[config.mk]
export PLATFORM = sky130hd
export DESIGN_NAME = decode_scoreboard
export DESIGN_NICKNAME = d
export VERILOG_FILES = /design/src/rtl/decode_scoreboard.sv
export SDC_FILE = /design/constraint.sdc
export NUM_CORES = 1
export LEC_CHECK = 0
export ABC_AREA = 1
export CORE_AREA = 2 2 114 116
export CTS_CLUSTER_SIZE = 14
export DETAILED_ROUTE_END_ITERATION = 10
export DIE_AREA = 0 0 116 118
export GPL_ROUTABILITY_DRIVEN = 0
export GPL_TIMING_DRIVEN = 0
export SYNTH_ARGS = -nofsm -noshare
export SYNTH_HDL_FRONTEND = slang
export SYNTH_SLANG_ARGS = --single-unit
[constraint.sdc]
create_clock -name clk -period 2.9 [get_ports clk]
set_input_delay 0.58 -clock clk [delete_from_list [all_inputs] [get_ports clk]]
set_output_delay 0.58 -clock clk [all_outputs]
set_load 0.03 [all_outputs]
[src/rtl/decode_scoreboard.sv]
// Decode-stage register scoreboard: tracks pending writebacks, gates issue on RAW/WAW hazards and
// inflight capacity, and supports drain and flush. Optional stall counter enabled by STALL_COUNT_EN.
module decode_scoreboard #(
  parameter int REG_COUNT      = 32,
  parameter int REG_ADDR_WIDTH = 5,
  parameter int MAX_INFLIGHT   = 4
) (
  input  logic                      clk,
  input  logic                      reset,
  input  logic                      dec_valid,
  input  logic [REG_ADDR_WIDTH-1:0] dec_rs1,
  input  logic [REG_ADDR_WIDTH-1:0] dec_rs2,
  input  logic                      dec_uses_rs1,
  input  logic                      dec_uses_rs2,
  input  logic [REG_ADDR_WIDTH-1:0] dec_rd,
  input  logic                      dec_writes_rd,
  input  logic                      wb_valid,
  input  logic [REG_ADDR_WIDTH-1:0] wb_rd,
  input  logic                      flush,
  input  logic                      drain_req,
  output logic                      dec_ready,
  output logic                      issue,
  output logic [REG_COUNT-1:0]      pending,
  output logic [2:0]                inflight,
  output logic                      drain_done,
  output logic                      wb_err
`ifdef STALL_COUNT_EN
  ,
  output logic [31:0]               stall_cycles
`endif
);

  typedef enum logic {
    RUN   = 1'b0,
    DRAIN = 1'b1
  } state_e;

  state_e                 state_q, state_d;
  logic [REG_COUNT-1:0]   pending_q, pending_d;
  logic [2:0]             inflight_q, inflight_d;
  logic                   wb_err_q, wb_err_d;

  logic src1_haz, src2_haz, waw_haz;
  logic wb_clr, wb_bad, rd_set, has_room;

  // Register 0 and indices beyond REG_COUNT are never pending.
  function automatic logic is_pend(input logic [REG_ADDR_WIDTH-1:0] idx,
                                   input logic [REG_COUNT-1:0]      vec);
    logic res;
    res = 1'b0;
    if (idx != '0 && int'(idx) < REG_COUNT) res = vec[idx];
    return res;
  endfunction

  // Handshake: the decode stage holds dec_valid and its fields stable; an instruction is
  // accepted (issue) in any cycle where dec_valid and dec_ready are both 1. dec_ready is
  // combinational and never depends on dec_valid.
  always_comb begin
    src1_haz  = dec_uses_rs1 && is_pend(dec_rs1, pending_q) && !(wb_valid && wb_rd == dec_rs1);
    src2_haz  = dec_uses_rs2 && is_pend(dec_rs2, pending_q) && !(wb_valid && wb_rd == dec_rs2);
    waw_haz   = dec_writes_rd && is_pend(dec_rd, pending_q) && !(wb_valid && wb_rd == dec_rd);
    wb_clr    = wb_valid && is_pend(wb_rd, pending_q);
    wb_bad    = wb_valid && (wb_rd != '0) && !wb_clr;
    has_room  = inflight_q < 3'(MAX_INFLIGHT);
    dec_ready = (state_q == RUN) && !flush && !src1_haz && !src2_haz && !waw_haz &&
                (!dec_writes_rd || has_room || wb_clr);
    issue     = dec_valid && dec_ready;
    rd_set    = issue && dec_writes_rd && (dec_rd != '0) && (int'(dec_rd) < REG_COUNT);
  end

  always_comb begin
    state_d    = state_q;
    pending_d  = pending_q;
    inflight_d = inflight_q;
    wb_err_d   = wb_err_q | wb_bad;
    drain_done = 1'b0;

    // Clear before set so a same-cycle issue to the retiring register keeps it pending.
    if (wb_clr) pending_d[wb_rd] = 1'b0;
    if (rd_set) pending_d[dec_rd] = 1'b1;

    case ({rd_set, wb_clr})
      2'b10:   inflight_d = inflight_q + 3'd1;
      2'b01:   inflight_d = inflight_q - 3'd1;
      default: inflight_d = inflight_q;
    endcase

    case (state_q)
      RUN: begin
        if (drain_req) state_d = DRAIN;
      end
      DRAIN: begin
        if (inflight_q == 3'd0) begin
          state_d    = RUN;
          drain_done = 1'b1;
        end
      end
      default: state_d = RUN;
    endcase

    if (flush) begin
      state_d    = RUN;
      pending_d  = '0;
      inflight_d = 3'd0;
      drain_done = (state_q == DRAIN);
    end

    if (reset) drain_done = 1'b0;
  end

  always_ff @(posedge clk) begin
    if (reset) begin
      state_q    <= RUN;
      pending_q  <= '0;
      inflight_q <= 3'd0;
      wb_err_q   <= 1'b0;
    end else begin
      state_q    <= state_d;
      pending_q  <= pending_d;
      inflight_q <= inflight_d;
      wb_err_q   <= wb_err_d;
    end
  end

  assign pending  = pending_q;
  assign inflight = inflight_q;
  assign wb_err   = wb_err_q;

`ifdef STALL_COUNT_EN
  logic [31:0] stall_q, stall_d;

  always_comb begin
    stall_d = stall_q;
    if (dec_valid && !dec_ready && stall_q != 32'hFFFF_FFFF) stall_d = stall_q + 32'd1;
  end

  always_ff @(posedge clk) begin
    if (reset) stall_q <= 32'd0;
    else       stall_q <= stall_d;
  end

  assign stall_cycles = stall_q;
`endif

endmodule

After elaboration in Yosys (flattened, before gate mapping)
Index checks and enable logic that the tools add are counted.
Widths: inputs -> output; s select.
{ "totals": {"regBits": 37, "output_inout_bits": 39} }
{ "classes": {"n_addsub": 2, "order_cmp": 7, "eq_ne": 5, "n_mux": 26, "n_bitwise": 5, "n_reduce_logical": 40} }
{ "ops": {"columns": ["operator", "n"], "rows": [
  ["$mux 32", 2],
  ["$and 32x32->32", 1],
  ["$not 32->32", 1],
  ["$or 32x32->32", 1],
  ["$lt 5x6->1 const B", 4],
  ["$logic_and 1x1->1", 22],
  ["$bmux 1 s5", 4],
  ["$reduce_bool 5->1", 4],
  ["$mux 1", 16],
  ["$eq 5x5->1", 3],
  ["$demux 1 s5", 2],
  ["$ge 5x1->1 const B", 2],
  ["$logic_not 1->1", 9],
  ["$pmux 3 s2", 1],
  ["$add 3x1->3 const B", 1],
  ["$logic_not 3->1", 1],
  ["$lt 3x3->1 const B", 1],
  ["$sub 3x1->3 const B", 1],
  ["$eq 2x1->1 const B", 1],
  ["$eq 2x2->1 const B", 1],
  ["$logic_or 1x1->1", 2],
  ["$pmux 1 s2", 1],
  ["$reduce_bool 2->1", 1],
  ["$reduce_or 2->1", 1],
  ["other kinds (2)", 2]
]} }

Depth between registers and ports, before layout
Gate-level depths: netlist of run 1.
{ "logic_depth": {"word_depth": 15, "depth_mapped": 23, "depth_no_buf": 21} }

Worst setup path before layout of run 1
Ideal clock, no wire load.
{ "synth_path": {"path_kind": "input port to flip-flop", "start": "input wb_rd[0]", "end": "register inflight_q[1], in the netlist inflight[1]", "setup_ps": 65, "arrival_time_ps": 3396, "required_time_ps": 2835, "slack_ps": -561, "path_stages": 22, "cell_sequence": "buf_2 > inv_2 > buf_4 > nand2_1 > nand2_1 > nand2_1 > nand2_1 > nand2_1 > nand2_1 > nor2_1 > nand2_2 > nand2_4 > nand2_4 > nand2_4 > nor3b_1 > nand2_1 > ha_1 > inv_1 > fa_1 > nor2_1 > a21oi_1 > nor2_1"} }
{ "synth_between": {"elab_chain_len": 14, "elab_cells_between_ends": 32, "cone_classes": "eq/ne (5); mux (4); reduce/logical (23)"} }
{ "synth_lines": {"columns": ["item", "line_no", "rtl"], "rows": [
  ["start: declaration", "18", "input logic [REG_ADDR_WIDTH-1:0] wb_rd,"],
  ["parallel branches: the longest is 8 deep, another holds $bmux 1 s5", null, null],
  ["$logic_and 1x1->1 (*)", "65", "dec_ready = (state_q == RUN) && !flush && !src1_haz && !src2_haz && !waw_haz &&"],
  ["$logic_and 1x1->1 (*)", "67", "issue = dec_valid && dec_ready;"],
  ["via issue", "22", "output logic issue,"],
  ["$logic_and 1x1->1 (*) (2 in a row)", "68", "rd_set = issue && dec_writes_rd && (dec_rd != '0) && (int'(dec_rd) < REG_COUNT);"],
  ["$eq 2x1->1 or $eq 2x2->1 (tied branches)", "82", "case ({rd_set, wb_clr})"],
  ["$pmux 3 s2 or $reduce_bool 2->1 (tied branches)", null, null],
  ["end signal: assignment", "120", "inflight_q <= inflight_d;"],
  ["end: declaration", "40", "logic [2:0] inflight_q, inflight_d;"]
]} }
Mark *: on every way through the listed nets, which the timed path passes. The select of a mux whose other input is x is not followed.
A chain may end at the register's enable or synchronous reset.

Final worst setup path of run 1
{ "layout_path": {"start": "input wb_rd[2]", "end": "output issue"} }
{ "layout_between": {"elab_chain_len": 10, "elab_cells_between_ends": 26, "cone_classes": "eq/ne (3); mux (3); reduce/logical (20)"} }
{ "layout_lines": {"columns": ["item", "line_no"], "rows": [
  ["parallel branches: the longest is 8 deep, another holds $bmux 1 s5", null],
  ["$logic_and 1x1->1 (*)", "65"],
  ["$logic_and 1x1->1 (*)", "67"],
  ["end: declaration", "22"]
]} }
Every way passes the cells marked *. The select of a mux whose other input is x is not followed.

==> flow_summary.yaml, run 1 <==
timing:
  fin_skew_ps: 5.464
  min_period_ps: 2763
  number_of_hold_slack_violations_in_the_final_timing_report: 0
  final-max-slew-violation-count: 0
  total_setup_violations_reported_at_the_end_of_the_flow: 0
  post-route-period-util: 0.9528
  worst_slew_pin_slew_ps: 975.0
  slew_hr: 0.3476
  clock.fmax_ghz: 0.3619
finish:
  final_layout_size_suffix_gt1_frac: 0.1366
  num_antenna_cells: 0
  leading_cell_types_in_the_layout_fill_and_taps_excluded: "sky130_fd_sc_hd__nand2_1, sky130_fd_sc_hd__inv_1, sky130_fd_sc_hd__nand3_1, sky130_fd_sc_hd__nor2_1, sky130_fd_sc_hd__clkdlybuf4s50_1"
  layout.cells.non_filler: 926
  layout_commonest_cell: "sky130_fd_sc_hd__nand2_1"
  syn2layout_area_growth_pct: 32.93
  final_core_util: 0.3955
  nNetsFinal: 784
power_and_ir_drop:
  worst_ir_drop_vdd_uv: 223.6
  power.static_leakage_uw: 0.002073
  total_power_uw: 1436
  powerDensity_mw_per_mm2: 292.5
critical_path:
  critical_path_sink_type: "primary output"
  worstSetupEndpoint: "issue"
  slowest_stage_delay_on_critical_path_ps: 320
  cp_common_cell: "sky130_fd_sc_hd__nand2_4"
  cp_num_buf_inv: 3
  timing.setup.critical_path_class: "input pin to primary output"
  crit_family: "simple AND/OR/NAND/NOR gates"
  r2r-start: "pending[17]"
  worst_path_max_delay_cell: "sky130_fd_sc_hd__nor3_4"
  path_depth: 12
  ff2ff_setup_slack_ps: 370
  setup.worst_path.start: "wb_rd[2]"
  r2r_end: "inflight[2]"
  series_of_cell_instances_along_the_critical_path: "clkbuf_4 -> inv_4 -> nor3_4 -> nand2_1 -> nand2_1 -> nor2_2 -> nand2_2 -> nand2_4 -> nand2_4 -> nand2_4 -> nor3b_4 -> buf_4"
  r2r.worst_path.cells: 21
  cp_max_fo: 8
  cp-start-kind: "input pin"
  critPathArrivalTime_ps: 2180
  worst-endpoint-required_ps: 2320
die:
  die_height_um: 118
  dieArea_mm2: 0.01369
  top_level_ports: 68
  total_number_of_placement_rows: 41
  design.core.area_mm2: 0.01241
  die_x_um: 116
  start_util: 0.2975
drt:
  postRouteAntennaNets: 0
  detailedRoute.firstPassIterationCount: 5
  routed_via_density: 5.179
  avgRoutedWirePerCell_um: 16.06
  drc: 0
  drt-total-wl_um: 14870
  dr.first_iter.drc_count: 521
  dr_vias: 4796
synthesis:
  synthesis.area_per_instance_um2: 5.440
  synthesis.nets: 710
  postSynthRegisterBits: 37
  yosysUniqueCellTypes: 32
  synth_flop_cell: "sky130_fd_sc_hd__dfxtp_1"
  post_synthesis_async_set_or_reset_flop_share: 0
  seq_area_frac_synth: 0.2005
  synth_edf_count: 0
  mappedNetlistArea_mm2: 0.003694
  ys.warnings.count: 0
  postSynthCellCount: 679
place:
  dp_cells: 912
  portBuffers: 61
  hpwl_um: 11160
cts:
  cts_htree_levels: 2
  cts_tree: "yes"
  cts-hold-fix-buffers: 0
  clk-insertion-delay-late_ps: 290
  clock_sinks: 37
  cts-root-buf: "sky130_fd_sc_hd__clkbuf_16"
  cts_max_path_buffers: 2
  number_of_buffers_created_by_cts: 5
  path_clk_slew_ps: 60
global_routing:
  antenna_found_initial: 0
  gr_util_all_layers: 0.2186
  first_global_vias: 4396
  overflow: 0
  first_pass_grt_wire_length_um: 23560
  grt_start_max_net_pins: 12
hold_path:
  worst_hold_path_type: "flip-flop to flip-flop"
run_status:
  status: "finished, final reports clean"
job:
  count_of_maximum_capacitance_violations: 0
==> sequential cells by signal, summed over array words and instances, names as in the netlist <==
name and count:
state_q 1, wb_err 1, pending 32, inflight 3
==> kinds of logic after synthesis <==
family | count (synthesis) | share of synthesized area
DFF | 37 | 0.2005
AOI/OAI and AO/OA | 101 | 0.1413
xor gates and xnor gates | 2 | 0.004743
adders and majority gates | 2 | 0.008807
and+or+nand+nor | 424 | 0.5068
buffers and inverters | 113 | 0.1379
==> Yosys cell counts (all sizes together) (2+ instances only) <==
master    n  share of area
nor2     59          0.064
dfxtp    37           0.20
o211ai    2         0.0041
a21oi    39          0.053
inv      76          0.079
nand3    61          0.084
buf      25          0.046
o21ai    52          0.070
o22ai     6          0.010
nand4    35          0.059
xor2      2         0.0047
nand2   250           0.26
nor3     18          0.034
clkinv    2         0.0020
clkbuf   10          0.011
==> per-stage QoR <==
| stage | setup WS (ps) | cell area [um^2] | setup TNS (ps) | hold slack [ps] |
|---|---|---|---|---|
| after floorplan | 0.4177 | 3747 | 0 | 499.7 |
| after global placement | -1137 | 4573 | -9732 | 441.6 |
| after detailed placement | -1118 | 4573 | -8973 | 445.7 |
| after CTS | 0.4901 | 4805 | 0 | 451.6 |
| after global routing | -4.003 | 4910 | -4.003 | 469.1 |
| final | 136.9 | 4910 | 0 | 449.3 |
==> cell type report <==
type                            count  area, um^2
Sequential cell                    37       740.7
Clock inverter                      2       10.01
Inverter                           78       307.8
Multi-Input combinational cell    529        2601
Tap cell                          172       215.2
Fill cell                        1428        7505
Clock buffer                        6       128.9
Timing Repair Buffer               67       629.4
Buffer                             35       276.5
==> power breakdown <==
part / internal [uW] / switching (uW)
combinational: 135 / 259
clock: 316 / 213
sequential: 511 / 2.04
==> what timing repair did <==
item / CTS / global route
pin swaps: 3 / 6
endpoints found under the setup margin: 5 / 4
gates resized for setup: 57 / 58
endpoints found under the hold margin: 0 / 0
setup buffers: 3 / 3
==> worst min-delay path: cells and delay by family (launching register included) <==
family / cells / cell delay (ps)
buffers and inverters: 1 / 40
DFF: 1 / 310
AOI/OAI and AO/OA: 1 / 50
==> routing by layer <==
layer / global-route usage / wire length, um / vias to the layer above
met5: 0 / 0 / -
met4: 0.07068 / 446 / 0
met3: 0.02987 / 1247 / 29
met1: 0.3048 / 6492 / 2193
li1: - / - / 2354
met2: 0.3454 / 6681 / 220
==> how the worst min path moves through the flow <==
stage	cells after the start	endpoint	start
6_report	2	wb_err	wb_err
3_3_place_gp	2	wb_err	wb_err
5_1_grt	2	wb_err	wb_err
2_1_floorplan	2	state_q	state_q
3_5_place_dp	2	wb_err	wb_err
4_1_cts	2	wb_err	wb_err
(Power assumes the default switching activity.)
==> inputs of run 2 (changes only) <==
Settings changed: CORE_AREA 2 2 114 116 to 2 2 90 92, DIE_AREA 0 0 116 118 to 0 0 92 94, PLACE_DENSITY set to 0.77.
==> run 2 against run 1 <==
Net effect:
- hold slack improved by 9.3 ps
- first-iteration DRC count is 9.6% higher
- clock skew up 2.9 ps
==> flow_summary.yaml, run 2 (synthesized netlist as in run 1, its figures left out) <==
power_and_ir_drop:
  worst_ir_drop_vdd_uv: 213.7
  power.static_leakage_uw: 0.002004
  sequentialPowerShare: 0.406
  power.share.combinational: 0.302
  power.internal_uw: 828.3
  share_clk_of_total_power: 0.292
  power_switching_uw: 434.7
  powerDensity_mw_per_mm2: 268.6
  total_power_uw: 1263
  switching_share: 0.3442
timing:
  post-route-period-util: 0.9499
  clock.fmax_ghz: 0.3630
  min_period_ps: 2755
  worst_slew_pin_slew_ps: 817.1
  number_of_hold_slack_violations_in_the_final_timing_report: 0
  final-max-slew-violation-count: 0
  total_setup_violations_reported_at_the_end_of_the_flow: 0
  slew_hr: 0.4533
  whs_ps: 458.6
  grt_setup_unrepaired: "no"
  fin_skew_ps: 8.340
die:
  design.core.area_mm2: 0.007607
  die_x_um: 92
  dieArea_mm2: 0.008648
  die_height_um: 94
  start_util: 0.4855
  total_number_of_placement_rows: 32
  top_level_ports: 68
cts:
  cts_tree: "yes"
  path_clk_slew_ps: 70
  cts_htree_levels: 2
  cts-hold-fix-buffers: 0
  cts_max_path_buffers: 2
  number_of_buffers_created_by_cts: 5
  cts-root-buf: "sky130_fd_sc_hd__clkbuf_8"
  clock_sinks: 37
  clk-insertion-delay-late_ps: 300
finish:
  layout.cell_area.non_filler_mm2: 0.004702
  syn2layout_area_growth_pct: 27.30
  final_layout_size_suffix_gt1_frac: 0.1315
  fill_cell_count: 761
  leading_cell_types_in_the_layout_fill_and_taps_excluded: "sky130_fd_sc_hd__nand2_1, sky130_fd_sc_hd__inv_1, sky130_fd_sc_hd__nand3_1, sky130_fd_sc_hd__nor2_1, sky130_fd_sc_hd__clkdlybuf4s50_1"
  num_antenna_cells: 0
  largest_register_ff_count: 32
  layout_commonest_cell: "sky130_fd_sc_hd__nand2_1"
  nNetsFinal: 784
critical_path:
  timing.setup.critical_path_class: "input pin to primary output"
  r2r-start: "pending[22]"
  critPathArrivalTime_ps: 2170
  cp_max_fo: 10
  cp-start-kind: "input pin"
  r2r.worst_path.cells: 21
  cp_common_cell: "sky130_fd_sc_hd__nand2_4"
  worst-endpoint-required_ps: 2320
  critical_path_sink_type: "primary output"
  worst_path_max_delay_cell: "sky130_fd_sc_hd__nor3_2"
  slowest_stage_delay_on_critical_path_ps: 370
  r2r_end: "inflight[2]"
  cp_num_buf_inv: 4
  ff2ff_setup_slack_ps: 250
  crit_family: "simple AND/OR/NAND/NOR gates"
  series_of_cell_instances_along_the_critical_path: "buf_4 -> inv_4 -> nor3_2 -> nand2_1 -> nand2_1 -> nor2_1 -> nand2_2 -> nand2_4 -> nand2_4 -> nand2_4 -> nor2_8 -> buf_8 -> buf_4"
drt:
  detailedRoute.firstPassIterationCount: 8
  drt-total-wl_um: 13850
  dr.first_iter.drc_count: 571
  avgRoutedWirePerCell_um: 16.20
  dr_vias: 4978
  postRouteAntennaNets: 0
  routed_via_density: 5.822
  drc: 0
place:
  portBuffers: 61
  hpwl_um: 10220
  detailed_place.area_mm2: 0.004486
run_status:
  status: "finished, final reports clean"
global_routing:
  first_pass_grt_wire_length_um: 21420
  grt_start_max_net_pins: 11
  first_global_vias: 4451
  gr_util_all_layers: 0.3114
  overflow: 0
  antenna_found_initial: 0
hold_path:
  worstHoldStart: "wb_err"
  min_delay_worst_endpoint: "wb_err"
  hold_path_depth: 2
  worst_hold_path_type: "flip-flop to flip-flop"
job:
  count_of_maximum_capacitance_violations: 0
## run 2: cell types whose count changed in the layout (fill, tap and decap cells not counted), moves of 2 or more
cell                             change
sky130_fd_sc_hd__clkinv_2            -2
sky130_fd_sc_hd__dlymetal6s2s_1      -3
sky130_fd_sc_hd__nor2_1              +2
sky130_fd_sc_hd__buf_6               -3
sky130_fd_sc_hd__dlygate4sd2_1       +3
sky130_fd_sc_hd__clkbuf_8            +6
sky130_fd_sc_hd__buf_2               +3
sky130_fd_sc_hd__nor3_4              -2
sky130_fd_sc_hd__clkbuf_16           -5
## run 2: final cells by class
type	instances	area [um^2]	area share
clock buffer	7	86.33	0.01836
buffer	35	262.8	0.05588
multi-input combinational	529	2566	0.5458
timing repair buffer	67	613.1	0.1304
inverter	78	305.3	0.06493
tap	102	127.6	0.02714
sequential	37	740.7	0.1575
## run 2: how the worst max path moves through the flow
stage | from | end | cells after the start
floorplan | dec_rs1[0] | inflight[1] | 18
global placement | wb_rd[4] | dec_ready | 13
detailed placement | wb_rd[4] | dec_ready | 13
CTS | wb_rd[1] | inflight[2] | 21
global route | dec_rs2[1] | inflight[2] | 21
finish | wb_rd[3] | dec_ready | 13
## run 2: stage by stage
stage	util	TNS (ps)	instances	worst slack (ps)
after floorplan	-	0	679	0.4177
after global placement	0.5896	-7130	842	-1066
after detailed placement	0.5896	-7930	842	-1091
after CTS	0.6122	0	852	8.062
after global routing	0.6181	0	855	5.697
final	0.6181	0	855	145.2
## run 2: power by group through the flow
stage / clock [uW] / combinational, uW / sequential [uW]
global route: 395 / 408 / 512
detailed placement: 0 / 350 / 524
finish: 369 / 382 / 512
floorplan: 0 / 228 / 527
CTS: 369 / 362 / 512
global placement: 0 / 345 / 524
## run 2: per-layer routing
layer  vias up  GRT usage  share of wire
li1       2355          -              -
met5         -          0              0
met4         0     0.1617          0.045
met1      2214     0.3863           0.39
met3        64    0.05457           0.11
met2       345     0.5178           0.46
## run 2: worst register-to-register path, cell delays in order, from the launching register on
cell and delay, ps:
sky130_fd_sc_hd__dfxtp_1 470, sky130_fd_sc_hd__inv_1 110, sky130_fd_sc_hd__nand2_1 80, sky130_fd_sc_hd__nand3_1 80, sky130_fd_sc_hd__nand2_1 90, sky130_fd_sc_hd__nand2_1 50, sky130_fd_sc_hd__nand2_1 60, sky130_fd_sc_hd__clkinv_1 50
sky130_fd_sc_hd__nand2_1 70, sky130_fd_sc_hd__nand2_1 50, sky130_fd_sc_hd__nand2_1 90, sky130_fd_sc_hd__nand2_4 80, sky130_fd_sc_hd__nand2_4 110, sky130_fd_sc_hd__nor3b_4 60, sky130_fd_sc_hd__nand2_1 70, sky130_fd_sc_hd__ha_2 160
sky130_fd_sc_hd__inv_2 50, sky130_fd_sc_hd__fa_1 380, sky130_fd_sc_hd__a21oi_1 140, sky130_fd_sc_hd__o21ai_1 90, sky130_fd_sc_hd__o21ai_1 140, sky130_fd_sc_hd__a21oi_1 50
## run 2: timing repair
action,in CTS,in global routing
gates cloned,0,1
setup buffers,3,2
endpoints found under the hold margin,0,0
pin swaps,5,5
resized for setup,58,39
endpoints found under the setup margin,5,4
==> inputs of run 3 (changes only) <==
Settings changed: CTS_CLUSTER_SIZE 14 to 40, SKIP_CTS_REPAIR_TIMING set to 1.
==> run 3 against run 2 <==
Net effect:
- first-iteration DRC count is 1.9% lower
- clock skew hardly changed
- die area is the same
- sequential share of layout area is 0.15 points lower
- total power rose by 0.43%
- largest cell class unchanged
- critical path type unchanged
- worst setup slack worse by 18 ps
- final area is 0.98% higher
- combinational power is essentially flat
- final cell count rose by 0.12%
- wire length decreased by 0.93%
- critical path depth is 3 lower
==> flow_summary.yaml, run 3 (synthesized netlist as in run 1, its figures left out) <==
run_status:
  status: "finished, final reports clean"
finish:
  sequential_cell_area_um2: 740.7
  nNetsFinal: 785
  largest_register_ff_count: 32
  multiInputGateArea_mm2: 0.002556
  final_layout_size_suffix_gt1_frac: 0.1207
  syn2layout_area_growth_pct: 28.56
  leading_cell_types_in_the_layout_fill_and_taps_excluded: "sky130_fd_sc_hd__nand2_1, sky130_fd_sc_hd__inv_1, sky130_fd_sc_hd__nand3_1, sky130_fd_sc_hd__nor2_1, sky130_fd_sc_hd__clkdlybuf4s50_1"
  layout_commonest_cell: "sky130_fd_sc_hd__nand2_1"
  fill_cell_count: 752
  final_core_util: 0.6242
  num_antenna_cells: 0
cts:
  path_clk_slew_ps: 70
  cts_max_path_buffers: 2
  cts-root-buf: "sky130_fd_sc_hd__clkbuf_8"
  cts_tree: "yes"
  clk-insertion-delay-late_ps: 300
  clock_sinks: 37
  cts_htree_levels: 2
  number_of_buffers_created_by_cts: 5
drt:
  drc: 0
  postRouteAntennaNets: 0
  avgRoutedWirePerCell_um: 16.03
  drt-total-wl_um: 13720
  dr.first_iter.drc_count: 560
  dr_vias: 4937
  detailedRoute.firstPassIterationCount: 8
  routed_via_density: 5.768
timing:
  total_setup_violations_reported_at_the_end_of_the_flow: 0
  final-max-slew-violation-count: 0
  worst_slew_pin_slew_ps: 765.1
  min_period_ps: 2773
  number_of_hold_slack_violations_in_the_final_timing_report: 0
  clock.fmax_ghz: 0.3606
  grt_setup_unrepaired: "no"
  slew_hr: 0.4881
  fin_skew_ps: 8.340
  post-route-period-util: 0.9563
critical_path:
  timing.setup.critical_path_class: "input pin to primary output"
  critical_path_sink_type: "primary output"
  worst-endpoint-required_ps: 2320
  setup.worst_path.start: "dec_rs2[4]"
  r2r-start: "pending[22]"
  cp-start-kind: "input pin"
  ff2ff_setup_slack_ps: 260
  critPathArrivalTime_ps: 2190
  cp_max_fo: 4
global_routing:
  grt.busiest_layer: "met2"
  gr_util_all_layers: 0.3083
  global_route.usage.met3: 0.04334
  first_global_vias: 4428
  first_pass_grt_wire_length_um: 21160
  grt_start_max_net_pins: 11
  antenna_found_initial: 0
  grt_use_met1: 0.3865
  overflow: 0
  grtUsageMet2: 0.5135
place:
  portBuffers: 61
  hpwl_um: 10220
power_and_ir_drop:
  total_power_uw: 1268
  worst_ir_drop_vdd_uv: 214.2
  powerDensity_mw_per_mm2: 267.1
  power.static_leakage_uw: 0.002077
die:
  top_level_ports: 68
  total_number_of_placement_rows: 32
  die_x_um: 92
  dieArea_mm2: 0.008648
  die_height_um: 94
  design.core.area_mm2: 0.007607
  start_util: 0.4855
hold_path:
  worst_hold_path_type: "flip-flop to flip-flop"
  worstHoldStart: "wb_err"
job:
  count_of_maximum_capacitance_violations: 0
-- run 3: cell types whose count changed in the layout (fill, tap and decap cells not counted), sizes merged --
cell / previous run / this run
buf: 35 / 32
dlymetal6s2s: 2 / 10
clkbuf: 24 / 23
dlygate4sd2: 3 / 0
-- run 3: metal layers --
layer	vias up	wire length [um]
li1	2363	-
met1	2184	5414
met2	344	6282
met3	46	1531
met4	0	491
met5	-	0
-- run 3: stage by stage --
stage	hold slack (ps)	TNS (ps)	worst slack, ps	instances	area, um^2
final	458.6	0	126.8	856	4748
after global routing	499.7	0	5.541	856	4748
after CTS	458.8	-3322	-1099	849	4572
after detailed placement	444.3	-7930	-1091	842	4486
after global placement	441.5	-7130	-1066	842	4486
after floorplan	499.7	0	0.4177	679	3747
-- run 3: area by class of cell --
cell class,instances,area share
inverter,78,0.06430
clock buffer,7,0.01818
tap,102,0.02688
timing repair buffer,68,0.1410
buffer,35,0.05534
multi-input combinational,529,0.5383
sequential,37,0.1560
-- run 3: where the power goes --
group | internal (uW) | switching, uW
Clock | 189 | 184
Sequential | 510 | 2.08
Combinational | 134 | 250
-- run 3: worst paths after layout --
path,end,depth (start not counted)
worst max-delay path,issue,10
worst max register to register,inflight[2],21
worst min register to register,wb_err,2
worst min-delay path,wb_err,2
-- run 3: worst max-delay path: stages --
cell and delay, ps:
sky130_fd_sc_hd__clkdlybuf4s50_1 540, sky130_fd_sc_hd__o21ai_1 110, sky130_fd_sc_hd__a211oi_2 160, sky130_fd_sc_hd__nand3_1 100, sky130_fd_sc_hd__nand2_1 70, sky130_fd_sc_hd__inv_1 60
sky130_fd_sc_hd__nand2_4 90, sky130_fd_sc_hd__nand2_4 80, sky130_fd_sc_hd__nor3b_4 220, sky130_fd_sc_hd__buf_4 190
